### config.mk
export PLATFORM = sky130hd
export DESIGN_NAME = data_switch_sequencer
export DESIGN_NICKNAME = d
export VERILOG_FILES = /design/src/rtl/data_switch_sequencer.sv
export SDC_FILE = /design/constraint.sdc
export NUM_CORES = 1
export LEC_CHECK = 0
export BUFFER_PORTS_ARGS = -buffer_cell sky130_fd_sc_hd__buf_2
export CORE_AREA = 2 2 129 131
export CTS_CLUSTER_DIAMETER = 150
export DETAILED_ROUTE_END_ITERATION = 12
export DIE_AREA = 0 0 131 133
export GPL_ROUTABILITY_DRIVEN = 0
export PLACE_DENSITY = 0.78
export REMOVE_ABC_BUFFERS = 1
export SYNTH_ARGS = -nofsm -noshare
export SYNTH_HDL_FRONTEND = slang
export SYNTH_SLANG_ARGS = --single-unit
export TNS_END_PERCENT = 30
### constraint.sdc
create_clock -name aclk -period 2.15 [get_ports aclk]
set_input_delay 0.215 -clock aclk [delete_from_list [all_inputs] [get_ports aclk]]
set_output_delay 0.215 -clock aclk [all_outputs]
set_load 0.02 [all_outputs]
### src/rtl/data_switch_sequencer.sv
// Steps the data_switch select through the kernel taps for each held input beat,
// optionally leading each packet with a constant bias beat (sel 3).
module data_switch_sequencer #(
    parameter int DATA_WIDTH = 16,
    parameter int CONV_UNITS = 8
) (
    input  logic                                   aclk,
    input  logic                                   aresetn,
    input  logic                                   cfg_kernel3,
    input  logic                                   cfg_bias_en,
    input  logic                                   s_valid,
    output logic                                   s_ready,
    input  logic [DATA_WIDTH*(CONV_UNITS+2)-1:0]   s_data,
    input  logic                                   s_last,
    output logic [DATA_WIDTH*(CONV_UNITS+2)-1:0]   x_hold,
    output logic [1:0]                             sel,
    output logic                                   m_valid,
    input  logic                                   m_ready,
    output logic                                   m_last
);

    localparam int BEAT_W = DATA_WIDTH * (CONV_UNITS + 2);

    typedef enum logic [1:0] {
        IDLE = 2'd0,
        BIAS = 2'd1,
        TAP  = 2'd2
    } state_t;

    state_t              state_q,     state_d;
    logic [1:0]          tap_q,       tap_d;
    logic [1:0]          last_tap_q,  last_tap_d;
    logic                bias_en_q,   bias_en_d;
    logic                beat_last_q, beat_last_d;
    logic                first_q,     first_d;
    logic [1:0]          sel_q,       sel_d;
    logic                m_valid_q,   m_valid_d;
    logic [BEAT_W-1:0]   x_hold_q,    x_hold_d;

    logic                accept;
    logic                load_beat;
    logic                bias_sel;
    logic                take_bias;
    logic [1:0]          last_tap_cfg;

    // The next beat may enter only when the current one is on its final tap and leaving.
    assign s_ready = (state_q == IDLE) |
                     ((state_q == TAP) & (tap_q == last_tap_q) & m_ready);
    assign accept  = s_valid & s_ready;

    // Config is live only on the first beat of a packet; later beats use the registered copy.
    assign bias_sel     = first_q ? cfg_bias_en : bias_en_q;
    assign take_bias    = first_q & bias_sel;
    assign last_tap_cfg = cfg_kernel3 ? 2'd2 : 2'd0;

    always_comb begin
        state_d     = state_q;
        tap_d       = tap_q;
        last_tap_d  = last_tap_q;
        bias_en_d   = bias_en_q;
        beat_last_d = beat_last_q;
        first_d     = first_q;
        sel_d       = sel_q;
        m_valid_d   = m_valid_q;
        x_hold_d    = x_hold_q;
        load_beat   = 1'b0;

        case (state_q)
            IDLE: begin
                if (accept) begin
                    load_beat = 1'b1;
                end
            end
            BIAS: begin
                if (m_valid_q & m_ready) begin
                    state_d = TAP;
                    tap_d   = 2'd0;
                    sel_d   = 2'd0;
                end
            end
            TAP: begin
                if (m_valid_q & m_ready) begin
                    if (tap_q < last_tap_q) begin
                        tap_d = tap_q + 2'd1;
                        sel_d = tap_q + 2'd1;
                    end else if (accept) begin
                        load_beat = 1'b1;
                    end else begin
                        state_d   = IDLE;
                        m_valid_d = 1'b0;
                        sel_d     = 2'd0;
                    end
                end
            end
            default: begin
                state_d   = IDLE;
                m_valid_d = 1'b0;
                sel_d     = 2'd0;
            end
        endcase

        if (load_beat) begin
            x_hold_d    = s_data;
            beat_last_d = s_last;
            first_d     = s_last;
            m_valid_d   = 1'b1;
            if (first_q) begin
                last_tap_d = last_tap_cfg;
                bias_en_d  = cfg_bias_en;
            end
            if (take_bias) begin
                state_d = BIAS;
                sel_d   = 2'd3;
            end else begin
                state_d = TAP;
                tap_d   = 2'd0;
                sel_d   = 2'd0;
            end
        end
    end

    always_ff @(posedge aclk or negedge aresetn) begin
        if (!aresetn) begin
            state_q     <= IDLE;
            tap_q       <= 2'd0;
            last_tap_q  <= 2'd0;
            bias_en_q   <= 1'b0;
            beat_last_q <= 1'b0;
            first_q     <= 1'b1;
            sel_q       <= 2'd0;
            m_valid_q   <= 1'b0;
            x_hold_q    <= '0;
        end else begin
            state_q     <= state_d;
            tap_q       <= tap_d;
            last_tap_q  <= last_tap_d;
            bias_en_q   <= bias_en_d;
            beat_last_q <= beat_last_d;
            first_q     <= first_d;
            sel_q       <= sel_d;
            m_valid_q   <= m_valid_d;
            x_hold_q    <= x_hold_d;
        end
    end

    assign x_hold  = x_hold_q;
    assign sel     = sel_q;
    assign m_valid = m_valid_q;
    assign m_last  = (state_q == TAP) & (tap_q == last_tap_q) & beat_last_q;

endmodule
======== Word-level counts from Yosys, hierarchy flattened ========
Index checks and enable logic that the tools add are counted.
word-level totals
  flip-flop bits (word level) ............. 172
  input port bits ......................... 167
  word-level logic and storage cells ...... 64
cells by class
  $add $sub $neg .......................... 1
  order comparisons ....................... 1
  equality and inequality tests ........... 10
  muxes and demuxes ....................... 30
  bitwise operators ....................... 7
  reductions and logical operators ........ 6
operators by type and width
  cell                   count
  $mux W2                17
  $pmux W2 S3            2
  $ne A3 B3 Y1 const B   3
  $mux W1                8
  $reduce_and A4 Y1      2
  $and A1 B1 Y1          6
  $reduce_and A5 Y1      1
  $ne A4 B3 Y1 const B   1
  $pmux W1 S2            2
  $pmux W2 S2            1
  $ne A3 B2 Y1 const B   1
  $add A2 B1 Y2 const B  1
  $eq A2 B1 Y1 const B   1
  $eq A2 B2 Y1           1
  $eq A2 B2 Y1 const B   1
  $logic_not A2 Y1       1
  $lt A2 B2 Y1           1
  $ne A2 B1 Y1 const B   1
  $ne A2 B2 Y1 const B   1
  $reduce_and A2 Y1      1
  $reduce_or A2 Y1       1
  $or A1 B1 Y1           1

======== Depth between registers and ports, before layout ========
  word-level depth ........................ 11
  gate-level depth with buffers ........... 9
  mapped depth without buffers ............ 6

======== Worst setup path before layout ========
OpenSTA, ideal clock, no wires.
  kind .................................... register -> register
  start point ............................. reg state_q[0]
  end point ............................... reg last_tap_q[1]
  setup time .............................. 127 ps
  arrival ................................. 1680 ps
  data required time ...................... 2023 ps
  setup slack ............................. 343 ps
  cell stages (with the launch flop) ...... 9
  buffers on the path ..................... 2
  period minus slack after synthesis ...... 1807 ps
  path through ............................ dfrtp_1 > inv_1 > ha_1 > buf_2 > and3b_2 > a32o_1 > buf_4 > nand2_1 > mux2_1
on the way
  cells in the longest elaborated chain, start to end .. 10
ends and longest elaborated chain
  item                           line    source
  start, declared                30      state_t state_q, state_d;
  start signal, assigned         134     state_q <= state_d;
  $eq A2 B2 Y1                   48, 68
  $and A1 B1 Y1 (2 in series)    48      ((state_q == TAP) & (tap_q == last_tap_q) & m_ready);
  $or A1 B1 Y1                   47      assign s_ready = (state_q == IDLE) |
  $and A1 B1 Y1                  49      assign accept = s_valid & s_ready;
  $mux W1                        70, 86
  $mux W1                        83      if (tap_q < last_tap_q) begin
  $mux W1                        82      if (m_valid_q & m_ready) begin
  $pmux W1 S2 *                  68      case (state_q)
  $reduce_and A2 Y1 (no line) *  -
  end signal, assigned           136     last_tap_q <= last_tap_d;
  end, declared                  32      logic [1:0] last_tap_q, last_tap_d;
Mark *: on every way between the ends. The rest lies on a longest branch, timed or not.
A chain may end at the register's enable or synchronous reset.

======== Worst setup path in the final report ========
  start point ............................. reg tap_q[1]
  end point ............................... reg x_hold_q[118] (netlist: x_hold[118])
on the way
  cells in the longest elaborated chain, start to end .. 9
ends and longest elaborated chain
  item                         line    source
  start, declared              31      logic [1:0] tap_q, tap_d;
  start signal, assigned       135     tap_q <= tap_d;
  $eq A2 B2 Y1                 48
  $and A1 B1 Y1 (2 in series)  48
  $or A1 B1 Y1                 47
  $and A1 B1 Y1                49
  $mux W1                      70, 86
  $mux W1                      83
  $mux W1                      82
  $pmux W1 S2 *                68
  end signal, assigned         142     x_hold_q <= x_hold_d;
  end, declared                38      logic [BEAT_W-1:0] x_hold_q, x_hold_d;
Marks and branches as above.

==> results.md <==
- Routing usage on met1: 27.9%
- Largest delay share family, worst path: simple AND/OR/NAND/NOR gates
- Simple-gate area share of the yosys netlist: 28.8%
- WL/cell: 14.7 um
- Crit. End Element: register
- Final Setup Violations: 0
- Initial Utilization: 41.4%
- Hold_sp: s_data[70]
- Max-Cap Viols: 0
- Dpl cells: 1273
- Hold Path End: x_hold[70]
- Root Buffer: clkbuf_16
- Finished Cell Area: 0.0108 mm2
- Max incr delay on CP: 0.40 ns
- Period utilization: a little over nine tenths
- CTS Buf Count: 17
- Slew headroom: 73.2%
- Drt total wl: around 21 mm
- Final Non-Filler Cells: 1458
- Timing-limited maximum frequency: about 490 MHz
- Clock Sinks: 170
- Area after DPL: about 0.0086 mm2
- Reg2reg end: x_hold[118]
- Area growth syn-to-layout: 61.3%
- Area of the multi-input gates: 0.00221 mm2
- Largest net degree at the start of global routing: 78
- # IOs: around 330
- Drt pass-1 iters: 5
- Die Span Y: 133 um
- Core Area: 0.0162 mm2
- R2R Setup Slk: 0.11 ns
- Hpwl dp: ~12 mm
- Vias in the first global route: 6949
- Post-layout minimum cycle time: 2.04 ns
- Status: completed
- Hold Path Class: in -> reg
- Starting DRT DRC Count: ~390
- Maximum VDD drop: roughly 0.79 mV
- Hold slack: 0.0102 ns
- Clock Skew: between 0.01 and 0.015 ns
- Post-Synth XOR/XNOR Area: 0.131%
- Mux contribution to synthesized area: 0.468%
- Via Count: slightly below 7000
- Worst path most repeated cell: nand2_1
- R2R cell count: 7
- Total Routing Usage GR: 24.7%
- Antenna viol nets, final: 0
- Layout fillers: between 1000 and 1500
- M2 GR Usage: 42.4%
- Avg Inst Size Synth: 8.95 um2
- Yosys warnings: 0
- Remaining global-route overflow: 0
- Final Hold Vio Count: 0
- Postcts setup bufs: 0
- Slew @ Worst Pin: 0.391 ns
- Compound-Gate Fraction of Synth Area: 2.39%
- CP bufs+invs: 2
- FF+latch area: between 0.004 and 0.005 mm2
- RR Startpoint: tap_q[1]
- Clk_lat worst skew: 0.42 ns
- Drc violations: 0
- Count of pins over their slew limit: 0
- CTS tree: yes
- Global-route wire length before repair: 33.7 mm
- Main combinational cell family by area after synthesis: simple AND/OR/NAND/NOR gates
- M3 GR Usage: 6.63%
- Startpoint Class: register
- Area of the die: 0.0174 mm2
- Clk pin slew, worst setup/hold paths: 0.07 ns
- CTS Buffer Depth: 2
- RSZ-0062 raised after global routing: false
- Syn Std Cell Area: 0.00669 mm2
- CP Cell Sequence: inv_1 > ha_2 > and3b_2 > a32oi_4 > buf_12 > nand2_1 > nand2_1
- CP max stage cell: dfrtp_1
- Final nets: 1397
- Crit. Startpoint: tap_q[1]
- N_diodes: 0
- Die width: 131 um
- Worst Hold Path Cells: 3
- IO Port Bufs: between 300 and 400
- Setup CP Type: reg -> reg
- Via/cell ratio: around 4.7
- PwrDens: approximately 1500 mW/mm2
- Layout cells sized above 1: 30.9%
- Sequential fraction of the synthesis area: 63.6%
- Adder-Cell Fraction of Synth Area: 0.935%
- Rows: 47
- Top Usage Layer GRT: met2
- Worst Path Required: 2.51 ns
- Htree depth: 4
- Synth unique cells: 33
- FF+latch count, synth: 170
- Cells after Synth: 747
- Crit path max fanout: 77
- Fin Setup TNS: 0 ns
- LEAKAGE: 6.10 nW
- Initial antenna violation count: 0
- Worst Path Arrival: 2.39 ns
-- registers in the layout, indices dropped and copies added, names as in the netlist --
name and flops:
beat_last_q 1, x_hold 160, sel 2, tap_q 2, state_q 2, first_q 1
m_valid 1, last_tap_q 1
-- worst max path at each step --
stage	to	slack [ns]	cells past startpoint
after global placement	x_hold[106]	0.21	7
final	x_hold[118]	0.11	7
after CTS	x_hold[57]	0.09	7
after global routing	x_hold[118]	0.008	7
after detailed placement	x_hold[133]	0.13	7
after floorplan	last_tap_q[1]	-2.43	6
-- Yosys cell counts, drive strengths merged --
master   count  area, um2
and2         3       18.8
mux2i        2       20.0
a21o         3       22.5
dfstp        1       26.3
a2111oi      1       8.76
o22ai        1       6.26
and3b        1       10.0
nand3        2       10.0
xor2         1       8.76
nor2b        1       6.26
clkbuf       4       15.0
mux2         1       11.3
or2          1       6.26
o21ai        1       5.00
o41ai        1       8.76
a221o        1       10.0
and4b        1       10.0
o31ai        1       7.51
a22oi        1       7.51
nor2         4       15.0
ha           5       62.6
a32o         1       10.0
dfrtp      169       4230
buf         34        208
and2b        1       7.51
a32oi        2       36.3
inv          5       18.8
nand2      490       1840
and3         1       6.26
a21oi        6       30.0
o21a         1       7.51
-- metal layers --
layer  routed length [um]  up-vias
li1                     -     3236
met1                 8100     3205
met2                11000      314
met3                 1460       81
met4                  937        0
met5                    0        -
-- cells in the final DEF, fill, tap and decap left out, drive strengths merged --
master / n
a2111oi: 1
buf: 344
nor2: 4
o21ai: 1
or2: 1
clkinv: 3
dfstp: 1
and3: 1
inv: 13
a32oi: 2
a221o: 1
a21o: 3
o21a: 1
bufinv: 2
nand3: 2
mux2i: 2
a21oi: 6
and2: 3
dlygate4sd3: 153
o22ai: 1
a22oi: 1
a32o: 1
nor2b: 1
mux2: 1
and2b: 1
xor2: 1
clkbuf: 18
o41ai: 1
clkinvlp: 1
and3b: 1
dfrtp: 169
and4b: 1
o31ai: 1
ha: 5
nand2: 490
-- worst min-delay path: cells and delay by family --
family	cells	cell delay, ns
buffers and inverters	1	0.09
and+or+nand+nor	2	0.10
-- final cells by class --
type	count	area share, %
inverter	5	0.174
clock inverter	14	1.66
multi-input combinational	534	20.4
sequential	170	39.4
timing repair buffer	497	31.7
clock buffer	18	4.07
tap	220	2.55
-- kinds of logic after synthesis --
family,Yosys count
simple gates,505
buf+inv,43
fa+ha+maj,5
xor+xnor,1
flops,170
mux,3
compound gates,20
-- stage by stage --
step	total power (W)	setup slack, ns	util (%)
final	0.0165	0.114	66.7
after global routing	0.0175	0.00841	66.7
after CTS	0.0163	0.0921	66.7
after detailed placement	0.0129	0.130	53.4
after global placement	0.0127	0.214	53.4
after floorplan	0.0101	-2.43	-
-- timing repair --
item | CTS | global route
resized for setup | 0 | 1
hold buffers | 153 | 0
setup endpoints to repair | 0 | 20
hold endpoints to repair | 188 | 0
-- where the power goes --
group	total [W]	switching [W]	internal (W)
Clock	0.00319	0.00139	0.00180
Combinational	0.00768	0.00504	0.00264
Sequential	0.00561	0.000848	0.00476
Total	0.0165	0.00728	0.00920
No activity file was read; power rests on OpenSTA's default activity.
